[config.mk]
export PLATFORM = sky130hd
export DESIGN_NAME = jtkicker_sdram_rsp
export DESIGN_NICKNAME = d
export VERILOG_FILES = /design/src/rtl/jtkicker_sdram_rsp.sv
export SDC_FILE = /design/constraint.sdc
export NUM_CORES = 1
export LEC_CHECK = 0
export CAP_MARGIN = 20
export CORE_MARGIN = 3
export CORE_UTILIZATION = 35
export CTS_CLUSTER_SIZE = 8
export DETAILED_ROUTE_END_ITERATION = 16
export HOLD_SLACK_MARGIN = 0.08
export PLACE_DENSITY = 0.75
export SLEW_MARGIN = 20
export SYNTH_ARGS = -nofsm -noshare
export SYNTH_HDL_FRONTEND = slang
export SYNTH_SLANG_ARGS = --single-unit
[constraint.sdc]
create_clock -name clk -period 5.2 [get_ports clk]
set_input_delay 1.3 -clock clk [delete_from_list [all_inputs] [get_ports clk]]
set_output_delay 1.3 -clock clk [all_outputs]
set_load 0.02 [all_outputs]
[src/rtl/jtkicker_sdram_rsp.sv]
// SDRAM-side responder: turns ROM read requests into BURST single-word
// back-end reads, and download writes into single back-end writes.
// Every back-end word is bounded by MAXWAIT cycles. A word that runs out of
// time completes with data 0000 and raises the sticky timeout flag.
module jtkicker_sdram_rsp #(
  parameter int BURST   = 2,
  parameter int AW      = 22,
  parameter int MAXWAIT = 255
) (
  input  logic          clk,
  input  logic          rst,
  input  logic          downloading,
  input  logic          sdram_req,
  input  logic [AW-1:0] sdram_addr,
  output logic          sdram_ack,
  output logic          data_dst,
  output logic          data_rdy,
  output logic [15:0]   data_read,
  input  logic          prog_we,
  input  logic [AW-1:0] prog_addr,
  input  logic [15:0]   prog_data,
  input  logic [1:0]    prog_mask,
  output logic          mem_rd,
  output logic          mem_wr,
  output logic [AW-1:0] mem_addr,
  output logic [15:0]   mem_din,
  output logic [1:0]    mem_mask,
  input  logic [15:0]   mem_dout,
  input  logic          mem_ok,
  output logic          timeout
);

  localparam int WCW = (BURST > 1) ? $clog2(BURST) : 1;

  typedef enum logic [1:0] {ST_IDLE, ST_RD, ST_WR} state_t;

  state_t          state_q, state_d;
  logic [AW-1:0]   addr_q, addr_d;
  logic [15:0]     din_q, din_d;
  logic [1:0]      mask_q, mask_d;
  logic            rd_q, rd_d;
  logic            wr_q, wr_d;
  logic            ack_q, ack_d;
  logic            dst_q, dst_d;
  logic            rdy_q, rdy_d;
  logic [15:0]     data_q, data_d;
  logic [7:0]      wait_q, wait_d;
  logic [WCW-1:0]  word_q, word_d;
  logic            timeout_q, timeout_d;

  // The wait budget is spent once MAXWAIT cycles have passed without mem_ok.
  logic expired;
  logic done;
  logic last_word;

  assign expired   = (wait_q == 8'(MAXWAIT - 1)) && !mem_ok;
  assign done      = mem_ok || expired;
  assign last_word = (word_q == WCW'(BURST - 1));

  // Next-state and output decode. Requests are only looked at in IDLE.
  always_comb begin
    state_d   = state_q;
    addr_d    = addr_q;
    din_d     = din_q;
    mask_d    = mask_q;
    rd_d      = rd_q;
    wr_d      = wr_q;
    ack_d     = 1'b0;
    dst_d     = 1'b0;
    rdy_d     = 1'b0;
    data_d    = data_q;
    wait_d    = wait_q;
    word_d    = word_q;
    timeout_d = timeout_q;
    case (state_q)
      ST_IDLE: begin
        if (downloading) begin
          if (prog_we) begin
            addr_d  = prog_addr;
            din_d   = prog_data;
            mask_d  = prog_mask;
            wr_d    = 1'b1;
            wait_d  = 8'd0;
            state_d = ST_WR;
          end
        end else if (sdram_req) begin
          ack_d   = 1'b1;
          addr_d  = sdram_addr;
          word_d  = '0;
          wait_d  = 8'd0;
          rd_d    = 1'b1;
          state_d = ST_RD;
        end
      end
      ST_RD: begin
        if (done) begin
          data_d = mem_ok ? mem_dout : 16'h0000;
          if (!mem_ok) timeout_d = 1'b1;
          dst_d  = (word_q == '0);
          rdy_d  = last_word;
          wait_d = 8'd0;
          if (last_word) begin
            rd_d    = 1'b0;
            state_d = ST_IDLE;
          end else begin
            addr_d = addr_q + 1'b1;
            word_d = word_q + 1'b1;
          end
        end else begin
          wait_d = wait_q + 8'd1;
        end
      end
      ST_WR: begin
        if (done) begin
          if (!mem_ok) timeout_d = 1'b1;
          wr_d    = 1'b0;
          ack_d   = 1'b1;
          wait_d  = 8'd0;
          state_d = ST_IDLE;
        end else begin
          wait_d = wait_q + 8'd1;
        end
      end
      default: state_d = ST_IDLE;
    endcase
  end

  // State register; reset drops any access in flight without pulses.
  always_ff @(posedge clk) begin
    if (rst) begin
      state_q   <= ST_IDLE;
      addr_q    <= '0;
      din_q     <= '0;
      mask_q    <= '0;
      rd_q      <= 1'b0;
      wr_q      <= 1'b0;
      ack_q     <= 1'b0;
      dst_q     <= 1'b0;
      rdy_q     <= 1'b0;
      data_q    <= '0;
      wait_q    <= '0;
      word_q    <= '0;
      timeout_q <= 1'b0;
    end else begin
      state_q   <= state_d;
      addr_q    <= addr_d;
      din_q     <= din_d;
      mask_q    <= mask_d;
      rd_q      <= rd_d;
      wr_q      <= wr_d;
      ack_q     <= ack_d;
      dst_q     <= dst_d;
      rdy_q     <= rdy_d;
      data_q    <= data_d;
      wait_q    <= wait_d;
      word_q    <= word_d;
      timeout_q <= timeout_d;
    end
  end

  assign sdram_ack = ack_q;
  assign data_dst  = dst_q;
  assign data_rdy  = rdy_q;
  assign data_read = data_q;
  assign mem_rd    = rd_q;
  assign mem_wr    = wr_q;
  assign mem_addr  = addr_q;
  assign mem_din   = din_q;
  assign mem_mask  = mask_q;
  assign timeout   = timeout_q;

endmodule

==> impl_metrics.toml <==
[outcome]
status = "complete, no violations"

[clock_tree]
htreeDepth = 3
cts_root_buffer = "clkbuf_8"
cts_sinks = 73
cts_hold_buffers = 0
cts.path.max_buffers = 2
cts.clk_slew.worst_paths_ns = 0.08
cts.repair.resized = 0
cts_buffers = 9
cts_tree = "done"
postCtsSetupBuffers = 0
clock_latency_ns = 0.35

[synthesis]
synth_largest_area_cell = "dfxtp_1"
synth_cell_types = 52
ys_seq_area_share_pct = 39.35
syn_area_sq_um = 3714
synthFlopType = "dfxtp_1"
synthCells = 460
synth_edf_count = 0
synth_area_leaders = "dfxtp_1, a21oi_1, nand2_1"
netlist.area_leader.share_pct = 39.35
syn_area_per_cell_sq_um = 8.073
synthArstFlopShare_pct = 0
ys_ff_latch = 73
syn_nets = 550
yosysWarnings = 0

[routing]
drtIter0Drc = 239
via_per_inst = 5.331
routed_wirelength_um = 11290
wl_per_cell_um = 15.50
ant_nets = 0
dr.pass1.iters = 6
drc = 0
vias = 3881

[global_route]
grt_pass1_wl_um = 17810
grt_remaining_overflow = 0
antenna_found_initial = 0
grt_pass1_vias = 3772
grt_start_max_net_pins = 46
track_usage_pct = 18.43

[pwr]
p_per_area_nw_per_um2 = 315.1
intPower_uw = 1105
comb_power_share_pct = 33.5
vdd_ir_drop_max_v = 0.0001638
seqPwrFrac_pct = 40.4
cellLeakagePower_uw = 0.001850
p_sw_uw = 604.4
clockPowerShare_pct = 26.0
p_sw_share_pct = 35.36

[min_path]
min_path_type = "flop to flop"

[critical_path]
slowest_stage = "clkdlybuf4s50_1"
cpLargestDelayFamily = "simple AND/OR/NAND/NOR gates"
path_max_fanout = 17
cpPeakStageDelay_ns = 0.59
worstPathArrival_ns = 3.62
cp_num_buf_inv = 1
critPathKind = "input port to flop"
cp.required_ns = 5.48
crit_path_start_kind = "input port"
worst_setup_path_end_kind = "flop"
cp_cell_sequence = "clkdlybuf4s50_1 -> and2_1 -> a21oi_1 -> or3_1 -> or4_1 -> a31oi_1"

[layout]
drive_above_1_share_pct = 7.395
syn2layout_area_growth_pct = 46.06
layout_commonest_cell = "clkdlybuf4s50_1"
stdcell_area_sq_um = 5424
layout_common_cells = "clkdlybuf4s50_1, dfxtp_1, nand2_1, a21oi_1, nor2_1"
fillers = 916
fin_nets = 680
seq_area_sq_um = 1461
multi_input_area_sq_um = 2083
n_antenna_cell = 0

[die]
core_sq_um = 10040
die_h_um = 109.0
die_x_um = 109.0
dieArea_sq_um = 11880
start_util_pct = 36.97
ios = 146
fp-row-count = 36

[sta]
tightest_slew_ns = 0.8351
period_share_pct = 64.31
skew_ns = 0.008790
slew_headroom_pct = 44.12
max_freq_mhz = 299.0
setup_tns_ns = 0
hold_viol = 0
rsz0062_at_grt = "false"
finalSetupViolCount = 0
period_needed_ns = 3.344
worst_slack_ns = 1.856
drv_slew = 0

[place]
dpl.hpwl_um = 8273
dpl_cell_area_sq_um = 5229
place.gp.congestion = 0.9401
io_buffer_count = 145
preCtsSetupSlack_ns = 1.477

[job]
drv_cap = 0
[layer usage]
layer	vias up	track usage (%)	wire length, um
met1	1807	21.88	4780
met4	0	5.410	225
met3	22	5.151	828
met2	138	32.28	5453
met5	-	0	0
li1	1914	-	-
[area by class of cell]
| class | count | area share, % |
|---|---|---|
| flip-flops and latches | 73 | 26.94 |
| clock inverters | 7 | 1.315 |
| inverters | 11 | 0.7612 |
| well taps | 133 | 3.068 |
| multi-input cells | 346 | 38.41 |
| repair buffers | 149 | 27.22 |
| clock buffers | 9 | 2.284 |
[tightest hold or removal path: stages (launching register included)]
cell	delay, ns
dfxtp_1	0.31
nand2_1	0.05
a21oi_1	0.05
[registers in the layout, summed over array words and instances (netlist names)]
| signal | cells |
|---|---|
| wait_q | 8 |
| sdram_ack | 1 |
| mem_rd | 1 |
| mem_addr | 22 |
| state_q | 2 |
| timeout | 1 |
| mem_wr | 1 |
| mem_mask | 2 |
| data_rdy | 1 |
| data_read | 16 |
| last_word | 1 |
| mem_din | 16 |
| data_dst | 1 |
[power by group through the flow]
| stage | Clock, uW | Sequential, uW | Combinational, uW |
|---|---|---|---|
| 3_3_place_gp | 0 | 699 | 556 |
| 3_5_place_dp | 0 | 702 | 572 |
| 6_report | 445 | 691 | 573 |
| 5_1_grt | 475 | 701 | 622 |
| 4_1_cts | 455 | 690 | 574 |
| 2_1_floorplan | 0 | 754 | 278 |
[cell families (layout without fill, tap and decap cells)]
group	Yosys count	count (layout)	synth area share, %
xor gates and xnor gates	6	6	1.415
and+or+nand+nor	186	186	24.33
buffers and inverters	41	176	4.548
DFF	73	73	39.35
adders and majority gates	6	6	2.022
AOI/OAI and AO/OA	129	129	22.71
muxes	19	19	5.627
[worst paths after layout]
kind                            slack [ns]  cells after the start      endpoint        from
worst min-delay path                  0.46                      2    mem_din[3]  mem_din[3]
worst max-delay path                  1.86                      6  mem_addr[18]      mem_ok
worst max register to register        2.44                      7  mem_addr[18]  state_q[1]
worst min register to register        0.46                      2    mem_din[3]  mem_din[3]
[cells in the mapped netlist (all sizes together) (5+ instances only)]
| master | n |
|---|---|
| ha | 6 |
| nand2 | 61 |
| mux2 | 12 |
| o21ai | 16 |
| buf | 6 |
| and2 | 7 |
| a211oi | 9 |
| nand3 | 19 |
| nor2b | 6 |
| mux2i | 7 |
| nand2b | 5 |
| nor3 | 8 |
| dfxtp | 73 |
| or4 | 5 |
| nor2 | 45 |
| nand4 | 5 |
| a21oi | 49 |
| o22ai | 7 |
| a22oi | 24 |
| a31oi | 5 |
| and3 | 6 |
| clkbuf | 24 |
| inv | 11 |
[stage by stage]
step	hold WS, ns	std cells	util [%]	total power (uW)
floorplan	0.4530	460	-	1032
global placement	0.4433	712	52.06	1256
detailed placement	0.4466	712	52.06	1274
CTS	0.4582	728	54.00	1719
global route	0.4792	728	54.00	1799
finish	0.4573	728	54.00	1709
Power figures use the tool's default switching activity.
